==> src/rtl/scmi_db_pkg.sv <==
// Shared types and constants for the SCMI doorbell controller: channel state
// encoding, register offsets and per-channel strobe/status payloads.
package scmi_db_pkg;

  localparam int unsigned MAX_CHANNELS = 32;
  localparam int unsigned REG_DATA_W   = 32;

  // Byte offsets of the register map
  localparam int unsigned OFS_STATUS  = 32'h00;
  localparam int unsigned OFS_RING    = 32'h04;
  localparam int unsigned OFS_CLAIM   = 32'h08;
  localparam int unsigned OFS_DONE    = 32'h0C;
  localparam int unsigned OFS_FLAGS   = 32'h10;
  localparam int unsigned OFS_CMPL    = 32'h14;
  localparam int unsigned OFS_OVERRUN = 32'h18;

  typedef enum logic [1:0] {
    CH_IDLE    = 2'd0,
    CH_PENDING = 2'd1,
    CH_CLAIMED = 2'd2,
    CH_DONE    = 2'd3
  } ch_state_e;

  // Decoded register-bus strobes delivered to one channel
  typedef struct packed {
    logic ring;
    logic claim;
    logic done;
    logic flag_we;
    logic flag_wd;
    logic ovr_clr;
    logic cmpl_clr;
  } ch_ctrl_t;

  // Per-channel state reported back for readback and interrupts
  typedef struct packed {
    logic busy;
    logic irq;
    logic overrun;
    logic cmpl;
    logic flag;
  } ch_stat_t;

endpackage

==> src/rtl/scmi_db_channel.sv <==
// One SCMI doorbell channel: FSM, doorbell edge detect, overrun and completion.
// Completion tracking is built only with SCMI_DB_COMPLETION_IRQ_EN defined.
module scmi_db_channel
  import scmi_db_pkg::*;
(
  input  logic     clk_i,
  input  logic     rst_ni,
  input  ch_ctrl_t ctrl,
  input  logic     db,
  output ch_stat_t stat
);

  ch_state_e state_q, state_d;
  logic      irq_q;
  logic      db_q;
  logic      arm_q;
  logic      ovr_q;
  logic      ovr_set;
  logic      done_entry;
  logic      db_rise;
  logic      ring;
  logic      flag_q;
  logic      cmpl_q;

  // arm_q masks the first cycle after reset so a line already high is not an edge
  assign db_rise = db & ~db_q & arm_q;
  assign ring    = ctrl.ring | db_rise;

  // Next-state and event decode
  always_comb begin
    state_d    = state_q;
    ovr_set    = 1'b0;
    done_entry = 1'b0;
    case (state_q)
      CH_IDLE: begin
        if (ring) state_d = CH_PENDING;
      end
      CH_PENDING: begin
        ovr_set = ring;
        if (ctrl.claim) state_d = CH_CLAIMED;
      end
      CH_CLAIMED: begin
        ovr_set = ring;
        // a CLAIM in the same cycle wins, and CLAIM is a no-op here
        if (ctrl.done && !ctrl.claim) begin
          state_d    = CH_DONE;
          done_entry = 1'b1;
        end
      end
      CH_DONE: begin
        ovr_set = ring;
        state_d = CH_IDLE;
      end
      default: state_d = CH_IDLE;
    endcase
  end

  always_ff @(posedge clk_i or negedge rst_ni) begin
    if (!rst_ni) begin
      state_q <= CH_IDLE;
      irq_q   <= 1'b0;
      db_q    <= 1'b0;
      arm_q   <= 1'b0;
      ovr_q   <= 1'b0;
    end else begin
      state_q <= state_d;
      irq_q   <= (state_d == CH_PENDING);
      db_q    <= db;
      arm_q   <= 1'b1;
      ovr_q   <= (ovr_q & ~ctrl.ovr_clr) | ovr_set;
    end
  end

`ifdef SCMI_DB_COMPLETION_IRQ_EN
  // Completion flag: set on CLAIMED->DONE when enabled; set beats clear
  always_ff @(posedge clk_i or negedge rst_ni) begin
    if (!rst_ni) begin
      flag_q <= 1'b0;
      cmpl_q <= 1'b0;
    end else begin
      if (ctrl.flag_we) flag_q <= ctrl.flag_wd;
      cmpl_q <= (cmpl_q & ~ctrl.cmpl_clr) | (done_entry & flag_q);
    end
  end
`else
  logic unused_cmpl;
  assign unused_cmpl = ^{ctrl.flag_we, ctrl.flag_wd, ctrl.cmpl_clr, done_entry};
  assign flag_q      = 1'b0;
  assign cmpl_q      = 1'b0;
`endif

  assign stat.busy    = (state_q != CH_IDLE);
  assign stat.irq     = irq_q;
  assign stat.overrun = ovr_q;
  assign stat.cmpl    = cmpl_q;
  assign stat.flag    = flag_q;

endmodule

==> src/rtl/scmi_doorbell_ctrl.sv <==
// SCMI doorbell controller top: register decode/readback over NUM_CHANNELS
// channels. Optional completion IRQ selected by SCMI_DB_COMPLETION_IRQ_EN.
module scmi_doorbell_ctrl
  import scmi_db_pkg::*;
#(
  parameter int unsigned NUM_CHANNELS = 8,
  parameter int unsigned ADDR_WIDTH   = 8
) (
  input  logic                    clk_i,
  input  logic                    rst_ni,
  input  logic                    reg_valid_i,
  input  logic                    reg_we_i,
  input  logic [ADDR_WIDTH-1:0]   reg_addr_i,
  input  logic [REG_DATA_W-1:0]   reg_wdata_i,
  output logic [REG_DATA_W-1:0]   reg_rdata_o,
  output logic                    reg_rvalid_o,
  input  logic [NUM_CHANNELS-1:0] db_i,
  output logic [NUM_CHANNELS-1:0] irq_o,
  output logic [NUM_CHANNELS-1:0] cmpl_irq_o
);

  logic                    wr;
  logic                    rd;
  logic                    wr_ring;
  logic                    wr_claim;
  logic                    wr_done;
  logic                    wr_flags;
  logic                    wr_cmpl;
  logic                    wr_ovr;
  logic [NUM_CHANNELS-1:0] wbits;
  logic [NUM_CHANNELS-1:0] busy_vec;
  logic [NUM_CHANNELS-1:0] ovr_vec;
  logic [NUM_CHANNELS-1:0] cmpl_vec;
  logic [NUM_CHANNELS-1:0] flag_vec;
  logic [NUM_CHANNELS-1:0] irq_vec;
  logic [REG_DATA_W-1:0]   rdata_c;
  logic [REG_DATA_W-1:0]   rdata_q;
  logic                    rvalid_q;
  logic                    unused_wdata;

  assign wr    = reg_valid_i & reg_we_i;
  assign rd    = reg_valid_i & ~reg_we_i;
  assign wbits = reg_wdata_i[NUM_CHANNELS-1:0];

  assign unused_wdata = ^reg_wdata_i;

  // Write strobe decode; unmapped offsets fall through untouched
  assign wr_ring  = wr & (reg_addr_i == ADDR_WIDTH'(OFS_RING));
  assign wr_claim = wr & (reg_addr_i == ADDR_WIDTH'(OFS_CLAIM));
  assign wr_done  = wr & (reg_addr_i == ADDR_WIDTH'(OFS_DONE));
  assign wr_flags = wr & (reg_addr_i == ADDR_WIDTH'(OFS_FLAGS));
  assign wr_cmpl  = wr & (reg_addr_i == ADDR_WIDTH'(OFS_CMPL));
  assign wr_ovr   = wr & (reg_addr_i == ADDR_WIDTH'(OFS_OVERRUN));

  for (genvar i = 0; i < int'(NUM_CHANNELS); i++) begin : g_ch
    ch_ctrl_t ctrl;
    ch_stat_t stat;

    assign ctrl = '{
      ring:     wr_ring  & wbits[i],
      claim:    wr_claim & wbits[i],
      done:     wr_done  & wbits[i],
      flag_we:  wr_flags,
      flag_wd:  wbits[i],
      ovr_clr:  wr_ovr   & wbits[i],
      cmpl_clr: wr_cmpl  & wbits[i]
    };

    scmi_db_channel u_ch (
      .clk_i  (clk_i),
      .rst_ni (rst_ni),
      .ctrl   (ctrl),
      .db     (db_i[i]),
      .stat   (stat)
    );

    assign busy_vec[i] = stat.busy;
    assign ovr_vec[i]  = stat.overrun;
    assign cmpl_vec[i] = stat.cmpl;
    assign flag_vec[i] = stat.flag;
    assign irq_vec[i]  = stat.irq;
  end

  // Readback mux; channel bits above NUM_CHANNELS zero-extend
  always_comb begin
    rdata_c = '0;
    case (reg_addr_i)
      ADDR_WIDTH'(OFS_STATUS):  rdata_c = REG_DATA_W'(busy_vec);
      ADDR_WIDTH'(OFS_FLAGS):   rdata_c = REG_DATA_W'(flag_vec);
      ADDR_WIDTH'(OFS_CMPL):    rdata_c = REG_DATA_W'(cmpl_vec);
      ADDR_WIDTH'(OFS_OVERRUN): rdata_c = REG_DATA_W'(ovr_vec);
      default:                  rdata_c = '0;
    endcase
  end

  always_ff @(posedge clk_i or negedge rst_ni) begin
    if (!rst_ni) begin
      rvalid_q <= 1'b0;
      rdata_q  <= '0;
    end else begin
      rvalid_q <= rd;
      if (rd) rdata_q <= rdata_c;
    end
  end

  assign reg_rdata_o  = rdata_q;
  assign reg_rvalid_o = rvalid_q;
  assign irq_o        = irq_vec;
  assign cmpl_irq_o   = cmpl_vec;

endmodule

==> config.mk <==
export PLATFORM = sky130hd
export DESIGN_NAME = scmi_doorbell_ctrl
export DESIGN_NICKNAME = d
export VERILOG_FILES = /design/src/rtl/scmi_db_pkg.sv /design/src/rtl/scmi_db_channel.sv /design/src/rtl/scmi_doorbell_ctrl.sv
export SDC_FILE = /design/constraint.sdc
export NUM_CORES = 1
export LEC_CHECK = 0
export BUFFER_PORTS_ARGS = -buffer_cell sky130_fd_sc_hd__buf_2
export CORE_MARGIN = 4
export CORE_UTILIZATION = 55
export DETAILED_ROUTE_END_ITERATION = 12
export PLACE_DENSITY = 0.92
export SETUP_SLACK_MARGIN = 0.5
export SLEW_MARGIN = 20
export SYNTH_ARGS = -nofsm -noshare
export SYNTH_HDL_FRONTEND = slang
export SYNTH_HIERARCHICAL = 1
export SYNTH_SLANG_ARGS = --single-unit
==> constraint.sdc <==
create_clock -name clk_i -period 2.8 [get_ports clk_i]
set_input_delay 0 -clock clk_i [delete_from_list [all_inputs] [get_ports clk_i]]
set_output_delay 0 -clock clk_i [all_outputs]
set_load 0.005 [all_outputs]
==> reports/results.tsv, run 1 <==
metric	value	unit
outcome	complete, no violations	
finalPower	2.31	mW
avgViaCountPerCell	4.99	
post_drt_wl_per_cell	13.6	um
path_max_fanout	8	
initial_utilization	57.2	%
cts.sinks	57	
htree_levels	3	
wirelength	6050	um
cp_num_buf_inv	1	
postPlaceCellArea	3170	um2
cp.required	3.01	ns
critPathArrivalTime	1.46	ns
cts_resized	0	
finalHoldWorstSlack	0.147	ns
antenna_found_initial	0	
post-cts-setup-buffers	0	
maxSlewViolCount	0	
postSynthAreaPerCell	9.84	um2
setup_viol	0	
crit_type	primary input to flip-flop	
cts_hold_buf	17	
powerDensity	652	nW/um2
layout-drive-gt1-share	20.4	%
layout.nets	419	
drt-initial-drc-count	121	
grt_pass1_vias	2178	
worstPathCellList	buf_2, nor3_4, nand3_2, nor4_4, and2_1, nand2_1, nand2b_1, o22ai_1	
tns	0	ns
critPathMaxStageDelay	0.42	ns
fmax	799	MHz
cts_max_path_buffers	2	
cts_tree	built	
synth_area	3190	um2
hp-class	primary input to asynchronous set/reset pin	
critPathCaptureType	flip-flop	
crit_slowest_cell	nor4_4	
finalCritPeriodShare	44.7	%
fin_crit	1.25	ns
grt_use_total	18.1	%
max_cap_viol_count	0	
crit_path_start_kind	primary input	
grt_pass1_wl	9940	um
slew_headroom	57.3	%
clkTransAtPathRegs	0.07	ns
numCtsBuffers	9	
finalHoldViolCount	0	
num_vias	2217	
dp_hpwl	4380	um
ir_drop	0.443	mV
ios	101	
cts_root_buf	clkbuf_8	
n_antenna_cell	0	
die_area	7080	um2
area_growth	11.2	%
fin_skew	0.00692	ns
ant_nets	0	
dieHeight	84.2	um
drt_pass1_iterations	5	
p_leak	1.78	nW
grt_start_max_net_pins	37	
syn_inst	324	
rsz0062_at_grt	no	
finish.instance_area	3550	um2
drc	0	
grt-ovfl-total	0	
gp_congestion	0.783	
yosysWarnings	6	
port_buffers	44	
core_area	5570	um2
die_x	84.2	um
tightest_slew	0.639	ns
clk_latency	0.34	ns
rows	27	
path_delay_family	simple AND/OR/NAND/NOR gates	
## worst reg2reg max path: stages (launching register included)
cell and delay [ns]:
dfrtp_1 0.40, or2_1 0.25, mux2i_1 0.16, o22ai_1 0.10
a22o_1 0.21
## routing by layer
metal	vias to the layer above	part of all wire [%]	global-route usage (%)	wire length (um)
li1	1069	-	-	-
met1	1047	40	21.4	2430
met2	87	50	28.9	3020
met3	14	6.8	4.91	412
met4	0	3.1	11.5	189
met5	-	0	0	0
## cells in the final DEF, fill, tap and decap left out
master	count
nor3_2	9
bufinv_16	2
mux2i_1	8
a22oi_1	8
and3b_1	8
buf_2	44
o21ai_1	16
a21oi_1	1
and2_1	32
nand4b_1	1
clkinv_2	5
nand3_2	1
nand2_2	1
dlygate4sd3_1	17
and2b_1	1
nor4_4	2
nand3_1	3
nor3_4	2
inv_1	9
nor2b_1	1
o22ai_1	16
a22o_1	8
nor2_1	11
nand2b_1	25
o21ai_0	8
nand2_1	10
dfrtp_1	57
clkbuf_8	9
buf_4	1
or2_1	8
conb_1	48
## area by class of cell
cell class / instances / area [um2]
fill: 472 / 2030
sequential: 57 / 1430
multi-input combinational: 228 / 1390
timing repair buffer: 62 / 398
clock buffer: 9 / 124
tap: 72 / 90.1
clock inverter: 7 / 85.1
inverter: 9 / 33.8
## final timing paths
check / slack (ns) / startpoint / cells past startpoint / to
worst min-delay path: 0.15 / rst_ni / 2 / g_ch[4].u_ch/arm_q
worst min register to register: 0.50 / reg_rdata_o[0] / 1 / reg_rdata_o[0]
worst max-delay path: 1.55 / reg_addr_i[1] / 8 / g_ch[4].u_ch/state_q[0]
max in group asynchronous: 1.82 / rst_ni / 3 / g_ch[2].u_ch/arm_q
min in group clk_i: 0.22 / reg_addr_i[5] / 5 / reg_rdata_o[5]
worst max register to register: 1.57 / g_ch[1].u_ch/state_q[1] / 4 / reg_rdata_o[1]
## power breakdown
group	switching [mW]	internal [mW]	leakage [nW]	total [mW]
Clock	0.327	0.492	0.113	0.819
Sequential	0.0886	0.949	0.695	1.04
Combinational	0.235	0.222	0.969	0.457
## flip-flops by register name, indices dropped and copies added, names as in the netlist
name / cells
g_ch.u_ch/state_q: 16
g_ch.u_ch/arm_q: 8
g_ch.u_ch/db_q: 8
g_ch.u_ch/irq_q: 8
g_ch.u_ch/ovr_q: 8
reg_rdata_o: 8
reg_rvalid_o: 1
## stage by stage
stage | util, % | worst slack (ns) | cells
finish | 63.6 | 1.55 | 444
global route | 63.6 | 1.41 | 444
CTS | 63.6 | 1.55 | 444
detailed placement | 56.8 | 1.19 | 411
global placement | 56.8 | 1.28 | 411
floorplan | - | 1.67 | 355
(Power assumes the default switching activity.)
==> inputs of run 2 (changes only) <==
Settings changed: CORE_UTILIZATION 55 to 52, PLACE_DENSITY 0.92 to 0.88.
Clock period 2.8 ns to 1.28 ns, I/O delays scaled along.
==> reports/results.tsv, run 2 (synthesis gave the netlist of run 1 again) <==
metric	value	unit	change
largest_reg_flops	16		unchanged
dp_hpwl	4730	um	+7.9%
area_growth	30.9	%	
slew_headroom	51.5	%	-5.8 points
p_leak	2.17	nW	+22%
critPathMaxStageDelay	0.39	ns	-0.03 ns
path_max_fanout	2		-6
rsz0062_at_grt	yes		
finalHoldWorstSlack	0.0701	ns	-0.0770 ns
critPathArrivalTime	1.40	ns	-0.06 ns
crit_path_start_kind	flip-flop		
die_area	7450	um2	+5.2%
crit_type	flip-flop to flip-flop		
numCtsBuffers	9		unchanged
layout-drive-gt1-share	44.1	%	+24 points
grt_pass1_vias	2592		+19%
final_core_util	70.5	%	+6.9 points
instances_no_fill	488		+9.9%
crit_slowest_cell	dfrtp_1		
drc	0		unchanged
finalHoldViolCount	0		unchanged
drt_pass1_iterations	4		-1
finalPower	5.59	mW	+140%
ir_drop	0.724	mV	+64%
layout_commonest_cell	dfrtp_1		
top_register	g_ch.u_ch/state_q		
max_cap_viol_count	0		unchanged
post_drt_wl_per_cell	16.2	um	+19%
grt_start_max_net_pins	45		+22%
fin_skew	0.00507	ns	-0.00185 ns
finalCritPeriodShare	91.7	%	
outcome	complete, no violations		
maxSlewViolCount	0		unchanged
gp_congestion	0.775		-0.98%
setup_viol	0		unchanged
ant_nets	0		unchanged
reg2reg_from	g_ch[7].u_ch/state_q[1]		
clkTransAtPathRegs	0.06	ns	about the same
worstPathCellList	or2_1, mux2i_1, o22ai_1, a22o_1		
cts.sinks	57		unchanged
n_antenna_cell	0		unchanged
avgViaCountPerCell	5.16		+3.3%
final_cell_mix	dfrtp_1, conb_1, buf_2, buf_4		
port_buffers	44		unchanged
die_x	86.3	um	+2.6%
rows	28		+3.7%
dieHeight	86.3	um	+2.6%
antenna_found_initial	0		unchanged
layout.nets	461		+10%
initial_utilization	53.9	%	-3.3 points
grt-ovfl-total	0		unchanged
grt_use_total	20.7	%	+2.6 points
htree_levels	3		unchanged
worstSetupStartpoint	g_ch[7].u_ch/state_q[1]		
powerDensity	1340	nW/um2	+110%
drt-initial-drc-count	193		+60%
dp.cells	430		+4.6%
cp.required	1.50	ns	-1.51 ns
tightest_slew	0.725	ns	+0.0868 ns
cts_root_buf	clkbuf_8		
critPathCaptureType	flip-flop		
min-delay-start	reg_wdata_i[3]		
grt_pass1_wl	11800	um	+19%
wirelength	7900	um	+31%
cts_max_path_buffers	2		unchanged
fmax	852	MHz	
hp-class	primary input to flip-flop		
ios	101		unchanged
cts_tree	built		
core_area	5920	um2	+6.2%
num_vias	2517		+14%
clk_latency	0.33	ns	about the same
fin_crit	1.17	ns	
run 2: layout make-up:
class                           count  area [um2]
Clock buffer                       11         141
Clock inverter                      4        20.0
Fill cell                         394        1750
Inverter                            9        33.8
Multi-Input combinational cell    228        1710
Sequential cell                    57        1430
Tap cell                           75        93.8
Timing Repair Buffer              104         749
run 2: what timing repair did:
action / 4_1_cts / 5_1_grt
gates resized for setup: 34 / 57
pin swaps: 27 / 22
setup buffers: 22 / 4
endpoints found under the setup margin: 57 / 57
gates cloned: 0 / 0
hold endpoints to repair: 73 / 0
hold buffers: 17 / 0
run 2: worst max-delay path: cells and delay by family, from the launching register on:
family | cells | cell delay [ns]
AOI/OAI and AO/OA | 2 | 0.27
muxes | 1 | 0.15
and+or+nand+nor | 1 | 0.25
DFF | 1 | 0.39
run 2: metrics by stage:
| stage | TNS (ns) | cell area, um2 | worst slack, ns |
|---|---|---|---|
| after floorplan | 0 | 3310 | 0.167 |
| after global placement | -0.247 | 3310 | -0.0382 |
| after detailed placement | -1.26 | 3310 | -0.127 |
| after CTS | 0 | 3890 | 0.122 |
| after global routing | 0 | 4170 | 0.0423 |
| final | 0 | 4170 | 0.107 |
run 2: routing by layer:
| metal | GRT usage, % | part of all wire (%) |
|---|---|---|
| met5 | 0 | 0 |
| met4 | 11.6 | 4.0 |
| met3 | 5.80 | 8.3 |
| met2 | 33.1 | 50 |
| met1 | 25.2 | 38 |
run 2: final timing paths:
check                                               end  slack, ns  cells after the start
worst max-delay path                     reg_rdata_o[7]       0.11                      4
worst min-delay path            g_ch[3].u_ch/state_q[1]       0.07                      4
max in group asynchronous       g_ch[2].u_ch/state_q[1]       0.61                      3
worst max register to register           reg_rdata_o[7]       0.11                      4
min in group asynchronous                reg_rdata_o[6]       0.11                      2
worst min register to register           reg_rdata_o[1]       0.51                      1
run 2: power by group:
part | leakage [nW] | switching, mW | total, mW | internal (mW)
clock network | 0.0887 | 0.681 | 1.41 | 0.729
registers | 0.695 | 0.118 | 2.19 | 2.08
logic | 1.39 | 0.951 | 1.98 | 1.03
==> inputs of run 3 (changes only) <==
Settings changed: BUFFER_PORTS_ARGS -buffer_cell sky130_fd_sc_hd__buf_2 to not set, CORE_UTILIZATION 52 to 55, DONT_BUFFER_PORTS set to 1, PLACE_DENSITY 0.88 to 0.77.
==> reports/results.tsv, run 3 (synthesis gave the netlist of run 1 again) <==
metric	value	unit	change
outcome	finished, violations left		
violations	hold timing		
cts_root_buf	clkbuf_8		
fin_skew	0.00601	ns	+0.000933 ns
drt_pass1_iterations	4		unchanged
rows	27		-3.6%
core_area	5570	um2	-5.9%
crit_type	flip-flop to flip-flop		
post_drt_wl_per_cell	17.0	um	+4.8%
p_leak	1.91	nW	-12%
numCtsBuffers	9		unchanged
dieHeight	84.2	um	-2.5%
hp-class	primary input to asynchronous set/reset pin		
dpl_worst_slack	-0.0413	ns	+0.0855 ns
die_x	84.2	um	-2.5%
max_cap_viol_count	0		unchanged
wirelength	7400	um	-6.4%
r2r_cells	4		unchanged
cts.sinks	57		unchanged
finalCritPeriodShare	95.1	%	+3.4 points
grt_pass1_wl	10800	um	-8.8%
antenna_found_initial	0		unchanged
finalPower	5.47	mW	-2.1%
clkTransAtPathRegs	0.06	ns	about the same
instances_no_fill	436		-11%
layout.nets	413		-10%
setup_slack	0.0627	ns	-0.0441 ns
grt_start_max_net_pins	58		+29%
area_growth	22.2	%	
sequentialPowerShare	40.8	%	+1.5 points
maxSlewViolCount	0		unchanged
initial_utilization	57.2	%	+3.3 points
n_antenna_cell	0		unchanged
die_area	7080	um2	-5.0%
ff_latch_area	1430	um2	unchanged
p_sw_share	30.4	%	-0.93 points
grt-ovfl-total	0		unchanged
grt_pass1_vias	2286		-12%
slew_headroom	52.0	%	+0.45 points
final_cell_mix	dfrtp_1, conb_1, buf_4, dlygate4sd3_1		
gp_congestion	0.820		+5.8%
avgViaCountPerCell	5.29		+2.6%
multi_input_area	1690	um2	-1.4%
path_max_fanout	2		unchanged
grt_use_total	19.8	%	-0.89 points
layout-drive-gt1-share	33.8	%	-10 points
port_buffers	0		-100%
ir_drop	0.901	mV	+24%
powerDensity	1400	nW/um2	+4.8%
finalHoldWorstSlack	-0.645	ns	-0.715 ns
share_comb_of_total_power	34.7	%	-0.8 points
fmax	822	MHz	-3.6%
pwr-share-clk	24.5	%	-0.7 points
r2r_slack	0.06	ns	-0.04 ns
cp.required	1.50	ns	about the same
fin_crit	1.22	ns	+0.0441 ns
num_vias	2307		-8.3%
drt-initial-drc-count	99		-49%
layout_commonest_cell	dfrtp_1		
clk_latency	0.34	ns	about the same
critPathArrivalTime	1.44	ns	+0.04 ns
dp.cells	373		-13%
drc	0		unchanged
htree_levels	3		unchanged
rsz0062_at_grt	yes		
cts_tree	built		
setup_viol	0		unchanged
reg2reg_from	g_ch[7].u_ch/state_q[0]		
fill_cells	385		-2.3%
tightest_slew	0.719	ns	-0.00671 ns
dp_hpwl	4290	um	-9.2%
p_int	3.81	mW	-0.76%
worstReg2RegEnd	reg_rdata_o[7]		
largest_reg_flops	16		unchanged
tns	0	ns	unchanged
finalHoldViolCount	57		+57
ios	101		unchanged
ant_nets	0		unchanged
cts_max_path_buffers	2		unchanged
p_sw	1.66	mW	-5.0%
critPathCaptureType	flip-flop		
top_register	g_ch.u_ch/state_q		
crit_path_start_kind	flip-flop		
-- run 3: cell count changes in the layout (fill, tap and decap cells not counted), sizes merged --
cell    delta
clkbuf     +2
clkinv     -3
buf       -48
-- run 3: through the flow --
stage	util [%]	area, um2
finish	69.9	3900
global route	69.9	3900
CTS	63.5	3540
detailed placement	53.7	3000
global placement	53.7	3000
floorplan	-	3310
-- run 3: area by class of cell --
type	count	area share [%]
multi-input cells	228	43.2
inverters	9	0.866
clock inverters	1	0.128
clock buffers	13	3.56
repair buffers	56	13.3
flip-flops and latches	57	36.6
well taps	72	2.31
-- run 3: how the worst max path moves through the flow --
stage	from	to	cells past startpoint
floorplan	reg_addr_i[1]	g_ch[0].u_ch/state_q[0]	6
global route	g_ch[7].u_ch/state_q[0]	reg_rdata_o[7]	4
finish	g_ch[7].u_ch/state_q[0]	reg_rdata_o[7]	4
CTS	g_ch[3].u_ch/state_q[0]	reg_rdata_o[3]	4
detailed placement	reg_addr_i[1]	g_ch[7].u_ch/state_q[0]	8
global placement	reg_addr_i[1]	g_ch[3].u_ch/state_q[0]	8
-- run 3: routing by layer --
| metal | wire length, um | GRT usage (%) | share of wire [%] | vias up |
|---|---|---|---|---|
| met2 | 3720 | 32.5 | 50 | 100 |
| li1 | - | - | - | 1056 |
| met1 | 2760 | 22.3 | 37 | 1124 |
| met3 | 605 | 6.58 | 8.2 | 27 |
| met4 | 314 | 12.0 | 4.2 | 0 |
| met5 | 0 | 0 | 0 | - |
-- run 3: timing repair --
action	CTS	global route
buffers inserted	19	13
endpoints found under the setup margin	40	42
hold endpoints to repair	96	59
pin swaps	34	23
gates resized for setup	36	58
hold buffers	16	1
-- run 3: critical path, cell delays in order, from the launching register on --
cell and delay (ns):
dfrtp_1 0.39, or2_1 0.24, mux2i_1 0.16, o22ai_1 0.10, a22o_1 0.21
-- run 3: power by group through the flow --
stage               registers, mW  logic, mW  clock network [mW]
detailed placement           2.32      0.784                   0
finish                       2.23       1.90                1.34
global placement             2.30      0.739                   0
CTS                          2.21       1.25                1.37
floorplan                    2.24      0.864                   0
global route                 2.26       2.05                1.45
